--- src/rtl/wb_write_port.sv ---
// Writeback-port arbiter: pipeline result wins, long-latency results drain in order through a small FIFO.
// Optional feature macro: WB_PEND_MASK_EN (builds the per-register pending mask for the hazard unit).
module wb_write_port #(
    parameter int DEPTH = 2,
    parameter int XLEN  = 32
) (
    input  logic            clk,
    input  logic            rst,
    input  logic            pipe_valid,
    input  logic [4:0]      pipe_rd,
    input  logic [XLEN-1:0] pipe_data,
    input  logic            lu_valid,
    input  logic [4:0]      lu_rd,
    input  logic [XLEN-1:0] lu_data,
    output logic            lu_ready,
    output logic            wb_we,
    output logic [4:0]      wb_rd,
    output logic [XLEN-1:0] wb_data,
    output logic [31:0]     pend_mask
);
    localparam int AW = $clog2(DEPTH);
    localparam int CW = AW + 1;

    typedef struct packed {
        logic            vld;
        logic [4:0]      rd;
        logic [XLEN-1:0] data;
    } ent_t;

    ent_t [DEPTH-1:0] fifo, fifo_n;
    logic [AW-1:0]    head, tail;
    logic [CW-1:0]    count;

    logic full, empty, lu_hs, pipe_sel, pop, bypass, push;
    ent_t head_e;

    always_comb begin
        full     = (count == CW'(DEPTH));
        empty    = (count == '0);
        lu_ready = !full;
        lu_hs    = lu_valid && lu_ready;
        pipe_sel = pipe_valid && (pipe_rd != 5'd0);
        pop      = !pipe_sel && !empty;
        bypass   = !pipe_sel && empty && lu_hs && (lu_rd != 5'd0);
        push     = lu_hs && (lu_rd != 5'd0) && !bypass;
        head_e   = fifo[head];
    end

    // Kill is applied after the push so a same-cycle LU result to the same rd dies too.
    always_comb begin
        fifo_n = fifo;
        if (pop)
            fifo_n[head].vld = 1'b0;
        if (push)
            fifo_n[tail] = '{vld: 1'b1, rd: lu_rd, data: lu_data};
        if (pipe_sel) begin
            for (int i = 0; i < DEPTH; i++)
                if (fifo_n[i].rd == pipe_rd)
                    fifo_n[i].vld = 1'b0;
        end
    end

    always_ff @(posedge clk or posedge rst) begin
        if (rst) begin
            fifo    <= '0;
            head    <= '0;
            tail    <= '0;
            count   <= '0;
            wb_we   <= 1'b0;
            wb_rd   <= '0;
            wb_data <= '0;
        end else begin
            fifo  <= fifo_n;
            head  <= head + AW'(pop);
            tail  <= tail + AW'(push);
            count <= count + CW'(push) - CW'(pop);
            wb_we <= pipe_sel || bypass || (pop && head_e.vld);
            if (pipe_sel) begin
                wb_rd   <= pipe_rd;
                wb_data <= pipe_data;
            end else if (pop) begin
                wb_rd   <= head_e.rd;
                wb_data <= head_e.data;
            end else if (bypass) begin
                wb_rd   <= lu_rd;
                wb_data <= lu_data;
            end
        end
    end

`ifdef WB_PEND_MASK_EN
    always_comb begin
        pend_mask = '0;
        for (int i = 0; i < DEPTH; i++)
            if (fifo[i].vld)
                pend_mask[fifo[i].rd] = 1'b1;
        pend_mask[0] = 1'b0;
    end
`else
    assign pend_mask = 32'h0;
`endif

endmodule

--- config.mk ---
export PLATFORM = sky130hd
export DESIGN_NAME = wb_write_port
export DESIGN_NICKNAME = d
export VERILOG_FILES = /design/src/rtl/wb_write_port.sv
export SDC_FILE = /design/constraint.sdc
export NUM_CORES = 1
export LEC_CHECK = 0
export CAP_MARGIN = 10
export CORE_MARGIN = 2
export CORE_UTILIZATION = 26
export DETAILED_ROUTE_END_ITERATION = 8
export PLACE_DENSITY = 0.56
export SYNTH_ARGS = -nofsm -noshare
export SYNTH_HDL_FRONTEND = slang
export SYNTH_SLANG_ARGS = --single-unit
export TNS_END_PERCENT = 5
--- constraint.sdc ---
create_clock -name clk -period 4.1 [get_ports clk]
set_input_delay 0.615 -clock clk [delete_from_list [all_inputs] [get_ports clk]]
set_output_delay 0.615 -clock clk [all_outputs]
set_load 0.01 [all_outputs]
==> reports/qor.yml, run 1 <==
die:
  start_util_pct: 26.5
  die_x_um: 159
  core_area_um2: 23500
  fp.dieH_um: 159
  ios: 149
  dieArea_um2: 25200
  core.rowCount: 56
synth:
  synthCells: 716
  netlist_area_um2: 6220
  synth_top_area_share_pct: 47.5
  yosysSeqAreaShare_pct: 47.5
  ys_top_cells_by_area: "dfrtp_1 47%, a21oi_1 6.1%, mux2i_1 6.0%"
  synth-seq-cells: 118
  yosys_warnings: 0
  synth.avg_cell_area_um2: 8.69
  synth_top_cell_by_area: "dfrtp_1"
  post_synth_num_cell_types: 40
clocking:
  clock-root-buffer: "clkbuf_16"
  cts_tree: "done"
  clock-sinks: 118
  clk_pin_slew_worst_paths_ns: 0.06
  clk-insertion-delay-late_ns: 0.42
  cts_setup_buffers: 0
  cts_hold_buf: 0
  clock_path_buffers: 2
  cts-resized-gates: 0
  htreeDepth: 4
  cts_buffers: 17
setup_path:
  critPathMaxStageDelay_ns: 0.66
  critical_path.top_delay_family: "simple AND/OR/NAND/NOR gates"
  cp-end-kind: "register"
  path_buf_inv: 2
  crit_chain: "clkdlybuf4s50_1 > or4_1 > o21a_2 > nor2_1 > ha_1 > inv_1 > ha_1 > xnor2_1 > xnor2_1"
  cp_max_fo: 28
  path_class: "primary input to register"
  rr_endpoint: "fifo[40]$_DFFE_PP0P_"
  ff2ff_setup_slack_ns: 1.78
  slowest_stage: "or4_1"
  worst_setup_path_start_kind: "primary input"
  worstPathRequired_ns: 4.43
  r2r-start: "count[1]$_DFF_PP0_"
  r2r_cells: 8
  arrival_ns: 3.35
pwr:
  ir_drop_mv: 0.259
  pwr_density_cell_nw_per_um2: 739
  p_leak_nw: 3.46
  swShare_pct: 35.8
  p_int_mw: 3.90
  clkPwrFrac_pct: 26.2
  power.switching_mw: 2.18
  p_seq_share_pct: 35.8
  power_frac_comb_pct: 38.0
drt:
  drt-wirelength-per-cell_um: 14.6
  ant_nets: 0
  drc: 0
  drt_wl_total_um: 16600
  first_pass_iters: 5
  via_count: 5128
  drtIter0Drc: 233
  viasPerCell: 4.50
worst_hold_path:
  holdPathEnd: "fifo[34]$_DFF_PP0_"
  holdPathStages: 2
  hp-class: "register to register"
  worstHoldStart: "fifo[34]$_DFF_PP0_"
final_layout:
  area_growth_syn_to_layout_pct: 32.1
  utilization_pct: 35.0
  seq_area_um2: 2950
  nets: 890
  drive_gt1_share_pct: 7.19
  multiInputGateArea_um2: 2670
  n_antenna_cell: 0
  n_fill_cell: 2394
timing:
  fin_crit_ns: 3.02
  timing.fmax_ghz: 0.332
  tns_ns: 0
  maxSlewViolCount: 0
  slew_headroom_pct: 35.0
  rsz0062_at_grt: "no"
  skew_ns: 0.0109
  setup_viol: 0
  fin_crit_sh_pct: 73.6
  worst_slew_pin_slew_ns: 0.975
  hold_violations: 0
place:
  place_congestion: 0.828
  dpl.hpwl_um: 11000
  port-buffer-count: 116
grt:
  grt_pass1_wl_um: 26100
  first_global_vias: 4872
  gr-total-overflow: 0
  grt_use_total_pct: 13.5
  antenna_found_initial: 0
  grt_max_degree: 75
flow_run:
  cap_violations: 0
run_status:
  outcome: "completed"
## logic make-up (layout without fill, tap and decap cells)
kind of cell / count (synthesis) / after routing / synth area share [%]
compound gates: 199 / 199 / 18.9
xor+xnor: 12 / 12 / 1.69
fa+ha+maj: 4 / 4 / 0.805
buf+inv: 158 / 232 / 11.8
flops: 118 / 118 / 47.5
mux: 42 / 42 / 6.86
other cells: 1 / 32 / 0.0603
simple gates: 182 / 182 / 12.4
## cells in the final DEF, fill, tap and decap left out, drive strengths merged, types with 36 or more instances in the layout
cell           instances
a211oi                39
clkdlybuf4s50        116
nand3                 36
nand2                 50
dfrtp                118
inv                   73
nor2                  80
mux2i                 37
a21oi                 76
## Yosys cell counts, drive strengths merged
cell	number
nand4	2
mux2	5
a21boi	1
o31a	1
or3	1
a221oi	1
inv	71
a211oi	39
a31oi	2
conb	1
o22ai	35
a22oi	1
nor2	80
nand2	50
mux2i	37
o21ai	35
xor2	3
clkbuf	43
or2	2
nor4	2
nand2b	1
or4	2
nand3	36
o211a	1
nor3	2
xnor2	9
ha	4
nor2b	2
o21a	2
dfrtp	118
a21oi	76
a32oi	1
o211ai	2
buf	44
o22a	2
and3	1
nand3b	1
## cell type report
cell class                      instances  share of cell area [%]
Clock buffer                           18                    5.22
Sequential cell                       118                    36.0
Inverter                               71                    3.27
Tap cell                              319                    4.86
Clock inverter                         14                    2.44
Multi-Input combinational cell        471                    32.5
Timing Repair Buffer                  129                    15.8
## stage by stage
step	power, mW	std cells	cell area [um2]	setup WS (ns)	hold slack, ns
global route	6.54	1140	8220	0.927	0.539
detailed placement	4.52	1108	7590	0.671	0.511
CTS	6.15	1140	8220	1.10	0.522
finish	6.08	1140	8220	1.08	0.514
global placement	4.50	1108	7590	0.770	0.505
floorplan	3.59	747	6340	0.356	0.472
## worst register-to-register path, cell delays in order (launching register included)
cell and delay, ns:
dfrtp_1 0.45, nor2b_1 0.17, o22a_1 0.23, nand2_1 0.11
inv_1 0.10, ha_2 0.76, buf_12 0.24, nand2_1 0.06
o22ai_1 0.11
## power by group through the flow
stage,clock network (mW),logic [mW],registers (mW)
after floorplan,0,1.48,2.12
after global placement,0,2.31,2.19
after detailed placement,0,2.33,2.19
after CTS,1.63,2.34,2.18
after global routing,1.69,2.59,2.26
final,1.59,2.31,2.17
## per-layer routing
metal	part of all wire (%)	track usage (%)
met1	48	17.8
met5	0	0
met3	5.5	3.57
met2	45	21.5
met4	1.3	4.12
## flip-flops by register name (all words and copies together) (netlist names)
register	cells
head	1
wb_rd	5
wb_we	1
tail	1
wb_data	32
fifo	76
count	2
## worst max-delay path by stage
stage / start / to / slack [ns] / depth (start not counted)
after global routing: pipe_rd[1] / count[1]$_DFF_PP0_ / 0.93 / 9
after floorplan: rst / count[0]$_DFF_PP0_ / 0.36 / 1
after detailed placement: pipe_rd[1] / count[1]$_DFF_PP0_ / 0.67 / 9
after global placement: pipe_rd[1] / fifo[75]$_DFF_PP0_ / 0.77 / 7
after CTS: pipe_rd[1] / count[1]$_DFF_PP0_ / 1.10 / 9
final: pipe_rd[1] / count[1]$_DFF_PP0_ / 1.08 / 9
Note: power is estimated with default switching activity, not from simulation.
==> inputs of run 2 (changes only) <==
Settings changed: PLACE_DENSITY 0.56 to 0.58.
Clock period 4.1 ns to 2.6 ns, I/O delays scaled along.
==> run 2 against run 1 <==
Against the previous run: sequential power increased by 55%; utilization is 1.4 points higher; wire length is 1.3% higher; largest power group unchanged; highest routed layer unchanged.
==> reports/qor.yml, run 2 (same netlist as run 1, synthesis figures left out) <==
final_layout:
  final_common_cell: "dfrtp_1"
  final_cells: 1168
  largest_reg_flops: 76
  reg_top3: "fifo: 76 flops, wb_data: 32 flops, wb_rd: 5 flops"
  nets: 918
  largest-register: "fifo"
  area_growth_syn_to_layout_pct: 37.2
  layout_common_cells: "117 x dfrtp_1, 116 x clkdlybuf4s50_1, 80 x nor2_1"
  n_antenna_cell: 0
  drive_gt1_share_pct: 10.4
  utilization_pct: 36.4
grt:
  grt_pass1_wl_um: 26800
  grt_max_degree: 75
  antenna_found_initial: 0
  grt_use_total_pct: 13.9
  first_global_vias: 5200
  gr-total-overflow: 0
timing:
  rsz0062_at_grt: "no"
  slew_headroom_pct: 57.8
  maxSlewViolCount: 0
  skew_ns: 0.00918
  timing.fmax_ghz: 0.431
  fin_crit_sh_pct: 89.2
  hold_violations: 0
  hold_ws_ns: 0.305
  fin_ws_ns: 0.282
  worst_slew_pin_slew_ns: 0.633
  fin_crit_ns: 2.32
  setup_viol: 0
flow_run:
  cap_violations: 0
clocking:
  cts_setup_buffers: 0
  htreeDepth: 4
  clk_pin_slew_worst_paths_ns: 0.06
  cts_hold_buf: 0
  clk-insertion-delay-late_ns: 0.42
  cts-resized-gates: 0
  clock_path_buffers: 2
  cts_buffers: 17
  cts_tree: "done"
  clock-sinks: 118
  clock-root-buffer: "clkbuf_16"
setup_path:
  worstPathRequired_ns: 2.89
  worst_setup_path_start_kind: "primary input"
  cp-end-kind: "register"
  arrival_ns: 2.61
  path_class: "primary input to register"
  cp_max_fo: 4
pwr:
  p_leak_nw: 3.62
  pwr_density_cell_nw_per_um2: 1130
  total_power_mw: 9.68
  ir_drop_mv: 0.481
drt:
  via_count: 5288
  drt_wl_total_um: 16800
  drtIter0Drc: 302
  ant_nets: 0
  first_pass_iters: 5
  viasPerCell: 4.53
  drt-wirelength-per-cell_um: 14.4
  drc: 0
die:
  dieArea_um2: 25200
  die_x_um: 159
  ios: 149
  start_util_pct: 26.5
  fp.dieH_um: 159
  core_area_um2: 23500
  core.rowCount: 56
place:
  port-buffer-count: 116
  place_inst: 1136
  place_congestion: 0.803
  dp_slack_ns: -0.144
  dpl.hpwl_um: 11200
worst_hold_path:
  hp-class: "primary input to asynchronous set/reset pin"
run_status:
  outcome: "completed"
-- run 2: cell count changes in the layout (fill, tap and decap cells not counted), sizes merged --
cell,change
buf,+28
clkinv,-1
bufinv,-1
clkinvlp,+2
-- run 2: per-layer routing --
metal  up-vias  global-route usage [%]  share of wire [%]
li1       2627                       -                  -
met1      2522                    17.3                 46
met2       134                    23.4                 49
met3         5                    4.46                5.0
met4         0                    2.96               0.38
met5         -                       0                  0
-- run 2: path summary, 6_finish.rpt --
kind,startpoint,to,slack [ns],cells after the start
setup reg to reg,count[0]$_DFF_PP0_,fifo[75]$_DFF_PP0_,0.55,6
min in group clk,wb_data[25]$_DFFE_PP0P_,wb_data[25]$_DFFE_PP0P_,0.52,2
hold reg to reg,wb_data[25]$_DFFE_PP0P_,wb_data[25]$_DFFE_PP0P_,0.52,2
max in group asynchronous,rst,fifo[69]$_DFFE_PP0P_,1.62,3
setup / recovery,pipe_rd[0],fifo[75]$_DFF_PP0_,0.28,7
hold / removal,rst,fifo[22]$_DFFE_PP0P_,0.30,2
-- run 2: critical path, cell delays in order --
cell and delay [ns]:
clkdlybuf4s50_1 0.42, or4_1 0.59, o22a_1 0.28, nand3_2 0.13, mux2_2 0.35, a221oi_1 0.31, a31oi_1 0.11
-- run 2: metrics by stage --
stage | TNS (ns) | instance area, um2
CTS | 0 | 8540
global placement | -0.219 | 7920
floorplan | 0 | 6340
global route | 0 | 8540
finish | 0 | 8540
detailed placement | -0.287 | 7920
-- run 2: area by class of cell --
class	count	area [um2]
Fill cell	2406	14900
Sequential cell	118	2950
Multi-Input combinational cell	471	2670
Timing Repair Buffer	157	1630
Clock buffer	18	439
Tap cell	319	399
Inverter	71	270
Clock inverter	14	174
-- run 2: report_power, final --
| part | switching (mW) | leakage [nW] | internal (mW) |
|---|---|---|---|
| Clock | 0.912 | 0.289 | 1.54 |
| Combinational | 1.93 | 1.82 | 1.94 |
| Sequential | 0.607 | 1.51 | 2.75 |
